### src/rtl/pll_lock_monitor.sv
// PLL lock detector: counts CLK cycles per synchronized REF period and qualifies
// lock with consecutive-good / consecutive-bad hysteresis plus a REF-loss timeout.
module pll_lock_monitor #(
   parameter int RATIO      = 8,
   parameter int TOL        = 1,
   parameter int LOCK_CNT   = 4,
   parameter int UNLOCK_CNT = 2,
   parameter int CNT_W      = 8
) (
   input  logic             CLK,
   input  logic             reset,
   input  logic             REF,
   output logic             lock,
   output logic [CNT_W-1:0] period,
   output logic             period_valid,
   output logic             too_fast,
   output logic             too_slow,
   output logic             ref_lost
);

   localparam int GW = $clog2(LOCK_CNT + 1);
   localparam int BW = $clog2(UNLOCK_CNT + 1);

   localparam logic [CNT_W-1:0] CNT_MAX = '1;
   localparam logic [CNT_W-1:0] LO_LIM  = CNT_W'(RATIO - TOL);
   localparam logic [CNT_W-1:0] HI_LIM  = CNT_W'(RATIO + TOL);

   localparam logic [1:0] UNARMED = 2'd0;
   localparam logic [1:0] ACQUIRE = 2'd1;
   localparam logic [1:0] LOCKED  = 2'd2;

   logic             ref_s1, ref_s2, ref_s3;
   logic             rise;
   logic [CNT_W-1:0] cnt;
   logic [1:0]       state;
   logic [GW-1:0]    good_cnt;
   logic [BW-1:0]    bad_cnt;
   logic [GW-1:0]    good_inc;
   logic [BW-1:0]    bad_inc;
   logic             good;
   logic             timeout;

   // cnt is the measurement: its value in the rise cycle is the length of the
   // period that just ended, so rise decisions use cnt before it reloads.
   assign rise     = ref_s2 & ~ref_s3;
   assign good     = (cnt >= LO_LIM) && (cnt <= HI_LIM);
   assign timeout  = (state != UNARMED) && (cnt == CNT_MAX) && !rise;
   assign good_inc = good_cnt + GW'(1);
   assign bad_inc  = bad_cnt + BW'(1);

   always_ff @(posedge CLK) begin
      if (reset) begin
         ref_s1 <= 1'b0;
         ref_s2 <= 1'b0;
         ref_s3 <= 1'b0;
      end else begin
         ref_s1 <= REF;
         ref_s2 <= ref_s1;
         ref_s3 <= ref_s2;
      end
   end

   always_ff @(posedge CLK) begin
      if (reset)
         cnt <= '0;
      else if (rise)
         cnt <= CNT_W'(1);
      else if (cnt != CNT_MAX)
         cnt <= cnt + CNT_W'(1);
   end

   // The arming rise in UNARMED has no preceding edge, so nothing is published.
   always_ff @(posedge CLK) begin
      if (reset) begin
         period       <= '0;
         period_valid <= 1'b0;
         too_fast     <= 1'b0;
         too_slow     <= 1'b0;
      end else begin
         period_valid <= 1'b0;
         if (rise && (state != UNARMED)) begin
            period       <= cnt;
            period_valid <= 1'b1;
            too_fast     <= (cnt < LO_LIM);
            too_slow     <= (cnt > HI_LIM);
         end
      end
   end

   always_ff @(posedge CLK) begin
      if (reset) begin
         state    <= UNARMED;
         lock     <= 1'b0;
         good_cnt <= '0;
         bad_cnt  <= '0;
         ref_lost <= 1'b0;
      end else if (timeout) begin
         state    <= UNARMED;
         lock     <= 1'b0;
         ref_lost <= 1'b1;
      end else if (rise) begin
         ref_lost <= 1'b0;
         case (state)
            UNARMED: begin
               state    <= ACQUIRE;
               good_cnt <= '0;
            end
            ACQUIRE: begin
               if (good) begin
                  good_cnt <= good_inc;
                  if (good_inc == GW'(LOCK_CNT)) begin
                     state   <= LOCKED;
                     lock    <= 1'b1;
                     bad_cnt <= '0;
                  end
               end else begin
                  good_cnt <= '0;
               end
            end
            LOCKED: begin
               if (good) begin
                  bad_cnt <= '0;
               end else begin
                  bad_cnt <= bad_inc;
                  if (bad_inc == BW'(UNLOCK_CNT)) begin
                     state    <= ACQUIRE;
                     lock     <= 1'b0;
                     good_cnt <= '0;
                  end
               end
            end
            default: begin
               state <= UNARMED;
               lock  <= 1'b0;
            end
         endcase
      end
   end

endmodule

### config.mk
export PLATFORM = sky130hd
export DESIGN_NAME = pll_lock_monitor
export DESIGN_NICKNAME = d
export VERILOG_FILES = /design/src/rtl/pll_lock_monitor.sv
export SDC_FILE = /design/constraint.sdc
export NUM_CORES = 1
export LEC_CHECK = 0
export ABC_CLOCK_PERIOD_IN_PS = 5650
export CAP_MARGIN = 20
export CORE_MARGIN = 2
export CORE_UTILIZATION = 45
export CTS_CLUSTER_DIAMETER = 120
export CTS_CLUSTER_SIZE = 40
export DETAILED_ROUTE_END_ITERATION = 8
export PLACE_DENSITY = 0.7
export SYNTH_ARGS = -nofsm -noshare
export SYNTH_HDL_FRONTEND = slang
export SYNTH_SLANG_ARGS = --single-unit
### constraint.sdc
create_clock -name CLK -period 5.65 [get_ports CLK]
set_input_delay 1.13 -clock CLK [delete_from_list [all_inputs] [get_ports CLK]]
set_output_delay 1.13 -clock CLK [all_outputs]
set_load 0.005 [all_outputs]
### After elaboration in Yosys (flattened, before gate mapping)

Cells that the tools add are included.

| word-level totals | value |
|---|---|
| flip-flop bits (word level) | 31 |
| word-level logic and storage cells | 75 |
| bits of input ports | 3 |
| output and inout bits | 13 |

| cells by class | value |
|---|---|
| $lt $le $gt $ge | 4 |
| reductions and logical operators | 17 |
| equality and inequality tests | 10 |
| add/sub/neg operators | 3 |
| bitwise operators | 4 |
| mux-type cells | 23 |

Operator list:

| cell | count |
|---|---|
| $reduce_and 5->1 | 3 |
| $mux 2 | 7 |
| $mux 1 | 9 |
| $mux 3 | 3 |
| $pmux 3 s3 | 1 |
| $add 8x1->8 const B | 1 |
| $eq 8x8->1 const B | 1 |
| $ge 8x3->1 const B | 1 |
| $gt 8x4->1 const B | 1 |
| $le 8x4->1 const B | 1 |
| $lt 8x3->1 const B | 1 |
| $ne 2x2->1 const B | 4 |
| $ne 8x8->1 const B | 1 |
| $reduce_bool 2->1 | 4 |
| $pmux 2 s3 | 1 |
| $reduce_and 6->1 | 1 |
| $eq 2x2->1 const B | 2 |
| $logic_and 1x1->1 | 4 |
| $pmux 2 s2 | 1 |
| $reduce_or 2->1 | 2 |
| $add 3x1->3 const B | 1 |
| $eq 3x3->1 const B | 1 |
| $not 1->1 | 3 |
| $pmux 1 s3 | 1 |
| 6 further kinds | 6 |

### Longest topological paths before layout

| logic depth | value |
|---|---|
| word-level depth | 6 |
| depth in mapped cells | 7 |
| depth with buffers taken out | 7 |

### Worst setup path after synthesis

No wires, ideal clock.

| timing | value |
|---|---|
| path type | input port to flip-flop |
| from | input reset |
| to | register period_valid |
| stages on the path | 4 |
| setup time | 0.128 ns |
| path buffers | 3 |
| slack | 3.563 ns |
| arrival | 1.959 ns |
| data required time | 5.522 ns |
| path through | clkbuf_1 > clkbuf_1 > buf_1 > nor2_1 |

RTL lines:

| what | line | source |
|---|---|---|
| start, declared | 11 | `input logic reset,` |
| end signal, assigned | 76 | `period_valid <= 1'b0;` |
| end signal, assigned | 80 | `period_valid <= 1'b0;` |
| end signal, assigned | 83 | `period_valid <= 1'b1;` |
| end, declared | 15 | `output logic period_valid,` |

No word-level cell between the ends.

### Worst setup path in the final report

| timing | value |
|---|---|
| from | input reset |
| to | register state[1] |

| between the ends | value |
|---|---|
| longest elaborated chain between the ends | 1 |

Ends and longest elaborated chain:

| what | line | source |
|---|---|---|
| $reduce_or 2->1 (no source line) | -- |  |
| end signal, assigned | 92 | `state <= UNARMED;` |
| end signal, assigned | 98 | `state <= UNARMED;` |
| end signal, assigned | 105 | `state <= ACQUIRE;` |
| end, declared | 35 | `logic [1:0] state;` |

No other way between the ends.
A chain may end at the register's enable or synchronous reset.

==> out/results.tsv <==
stage	metric	value	unit
status	outcome	complete, no violations	
global_routing	GRT Util Overall	17.9	%
synthesis	Syn Inst Count	181	
synthesis	Synth Register Bits	31	
power	PwrDens	228	nW/um^2
global_routing	global-route wire length before repair	5580	um
synthesis	fraction of registers with async set/reset	0	%
worst_setup_path	worst setup path class	input port to register	
global_routing	largest net degree at the start of global routing	27	
run	max-capacitance violation count	0	
sta	skew final	0.00867	ns
synthesis	Yosys Warn Count	0	
placed_design	gp weighted congestion	0.818	
synthesis	Seq/Total Area, Yosys	40.8	%
finish	Area Overhead vs Synth	14.6	%
die	Core Region	3280	um^2
sta	Final Hold Vio Count	0	
finish	Antenna Cells	0	
cts	cts bufs inserted	5	
worst_setup_path	crit path max fanout	26	
drt	vias per cell	5.26	
worst_setup_path	CP Launch Type	input port	
worst_setup_path	CP required	5.90	ns
synthesis	synth unique cells	44	
worst_setup_path	Critical Path End Type	register	
synthesis	most frequent cell after synthesis	dfxtp_1	
synthesis	Post-Syn Area	1520	um^2
drt	DRC viols	0	
synthesis	syn nets	194	
synthesis	Syn Area/Cell	8.40	um^2
global_routing	vias in the first global route	1230	
worst_setup_path	Worst Path Arrival	2.81	ns
sta	RSZ-0062 raised after global routing	no	
power	Max IR drop VDD	0.000118	V
synthesis	dominant cells by area after synthesis	dfxtp_1 41%, ha_1 8.2%, nand2_1 6.7%, nor2_1 4.7%, a21oi_1 4.3%	
sta	Max Slew Vio Count	0	
finish	share of cells above drive strength 1	5.18	%
die	Initial Utilization	46.3	%
cts	CTS tree	built	
cts	CTS Root Cell	clkbuf_4	
placed_design	HPWL Detailed	2290	um
die	num rows	21	
cts	Worst-path clk slew	0.10	ns
drt	post-route ant nets	0	
drt	routed wire length	3110	um
synthesis	Post-synth top cells	31 x dfxtp_1, 27 x nand2_1, 19 x nor2_1, 13 x a21oi_1, 10 x ha_1	
cts	postcts setup bufs	0	
sta	period utilization	45.4	%
sta	crit path time final	2.56	ns
synthesis	top cell type's share of synthesized area	40.8	%
cts	H-tree depth	2	
die	Ports	16	
power	Psw	0.0000928	W
sta	Worst Tran Pin Value	0.860	ns
drt	Pre-Repair DR Iteration Count	4	
sta	fmax	0.390	GHz
cts	CTS sink cnt	31	
drt	Avg WL per Cell	13.0	um
power	clock network fraction of total power	37.3	%
synthesis	number of flops mapped to enable cells by yosys	0	
hold_path	Hold WC Path Type	register to register	
placed_design	pre-CTS WS	2.73	ns
global_routing	grt total ovfl	0	
die	Die Area	3860	um^2
cts	Hold Buf Count CTS	0	
sta	setup TNS	0	ns
power	Pleak	0.636	nW
synthesis	dominant synthesized flop cell	dfxtp_1	
cts	Longest Clk Path Bufs	2	
drt	DRT iter0 DRCs	42	
synthesis	area leader, netlist	dfxtp_1	
placed_design	port bufs	15	
finish	Finished Cell Area	1740	um^2
cts	PostCTS Resize Cnt	0	
die	Chip Height	62.1	um
power	Internal	0.000304	W
sta	Slew headroom	42.5	%
power	Comb power frac	6.0	%
global_routing	initial antenna violation count	0	
die	die extent in x	62.1	um
placed_design	placed cell area	1670	um^2
finish	Final #Nets	205	
drt	via count	1258	
power	Seq pwr share	56.8	%
power	Pwr Total	0.000397	W
sta	Finish-stage setup viols	0	
cts	worst-skew pair later-pin latency	0.34	ns
sta	PnR worst setup slack	3.09	ns
power	sw frac	23.4	%
finish	Finished Core Util	53.0	%
[area by class of cell]
class | count | area [um^2]
multi-input combinational | 130 | 811
sequential | 31 | 621
tap | 46 | 57.6
clock buffer | 8 | 68.8
inverter | 9 | 33.8
timing repair buffer | 15 | 150
fill | 310 | 1540
[logic make-up after synthesis]
logic type                 count (synthesis)  synth area share, %
and+or+nand+nor                           77                 25.0
xor gates and xnor gates                   3                 1.73
muxes                                      4                 2.63
AOI/OAI and AO/OA                         36                 15.7
adders and majority gates                 10                 8.23
DFF                                       31                 40.8
buffers and inverters                     20                 5.84
[cell usage in the layout, fill, tap and decap left out, drive strengths merged, types with 2 or more instances in the layout]
cell           instances
clkdlybuf4s50         15
nand2                 27
xnor2                  2
a31oi                  3
nand4                  2
nor2b                  5
o21ai                  4
inv                    9
or4                    2
nand3                  3
and3                   2
nand2b                 4
nor2                  19
a21oi                 13
ha                    10
mux2i                  4
a211oi                 2
nor3                   6
clkbuf                 8
o21bai                 3
dfxtp                 31
[power by group through the flow]
stage | registers (W) | logic (W) | clock network, W
5_1_grt | 0.000226 | 0.0000268 | 0.000161
3_3_place_gp | 0.000230 | 0.0000225 | 0
3_5_place_dp | 0.000230 | 0.0000234 | 0
4_1_cts | 0.000225 | 0.0000235 | 0.000150
2_1_floorplan | 0.000229 | 0.0000189 | 0
6_report | 0.000225 | 0.0000237 | 0.000148
[sequential cells by signal (all words and copies together), names as in the netlist]
register / count
too_slow: 1
cnt: 8
state: 2
ref_s1: 1
lock: 1
period: 8
ref_s2: 1
good_cnt: 3
period_valid: 1
ref_s3: 1
ref_lost: 1
too_fast: 1
bad_cnt: 2
[layer usage]
layer  track usage [%]  vias to the layer above  share of wire, %
met5                 0                        -                 0
met4              8.89                        0               2.5
li1                  -                      642                 -
met2              28.7                       29                48
met1              22.7                      578                46
met3              3.99                        9               3.8
[metrics by stage]
stage,std cells,hold slack (ns)
final,239,0.444
after global routing,239,0.464
after CTS,239,0.446
after detailed placement,231,0.425
after global placement,231,0.426
after floorplan,181,0.414
[critical path, stage by stage]
cell and delay [ns]:
clkdlybuf4s50_1 0.85, a31oi_1 0.49, nand2_1 0.11, o31ai_1 0.23
[worst paths after layout]
path / startpoint / to / slack [ns] / cells past startpoint
min reg2reg: ref_s1$_SDFF_PP0_ / ref_s2$_SDFF_PP0_ / 0.44 / 1
min: ref_s1$_SDFF_PP0_ / ref_s2$_SDFF_PP0_ / 0.44 / 1
max reg2reg: cnt[0]$_SDFFE_PP0P_ / state[0]$_SDFFE_PP0P_ / 3.57 / 7
max: reset / state[1]$_SDFFE_PP0P_ / 3.09 / 4
(Power assumes the default switching activity.)
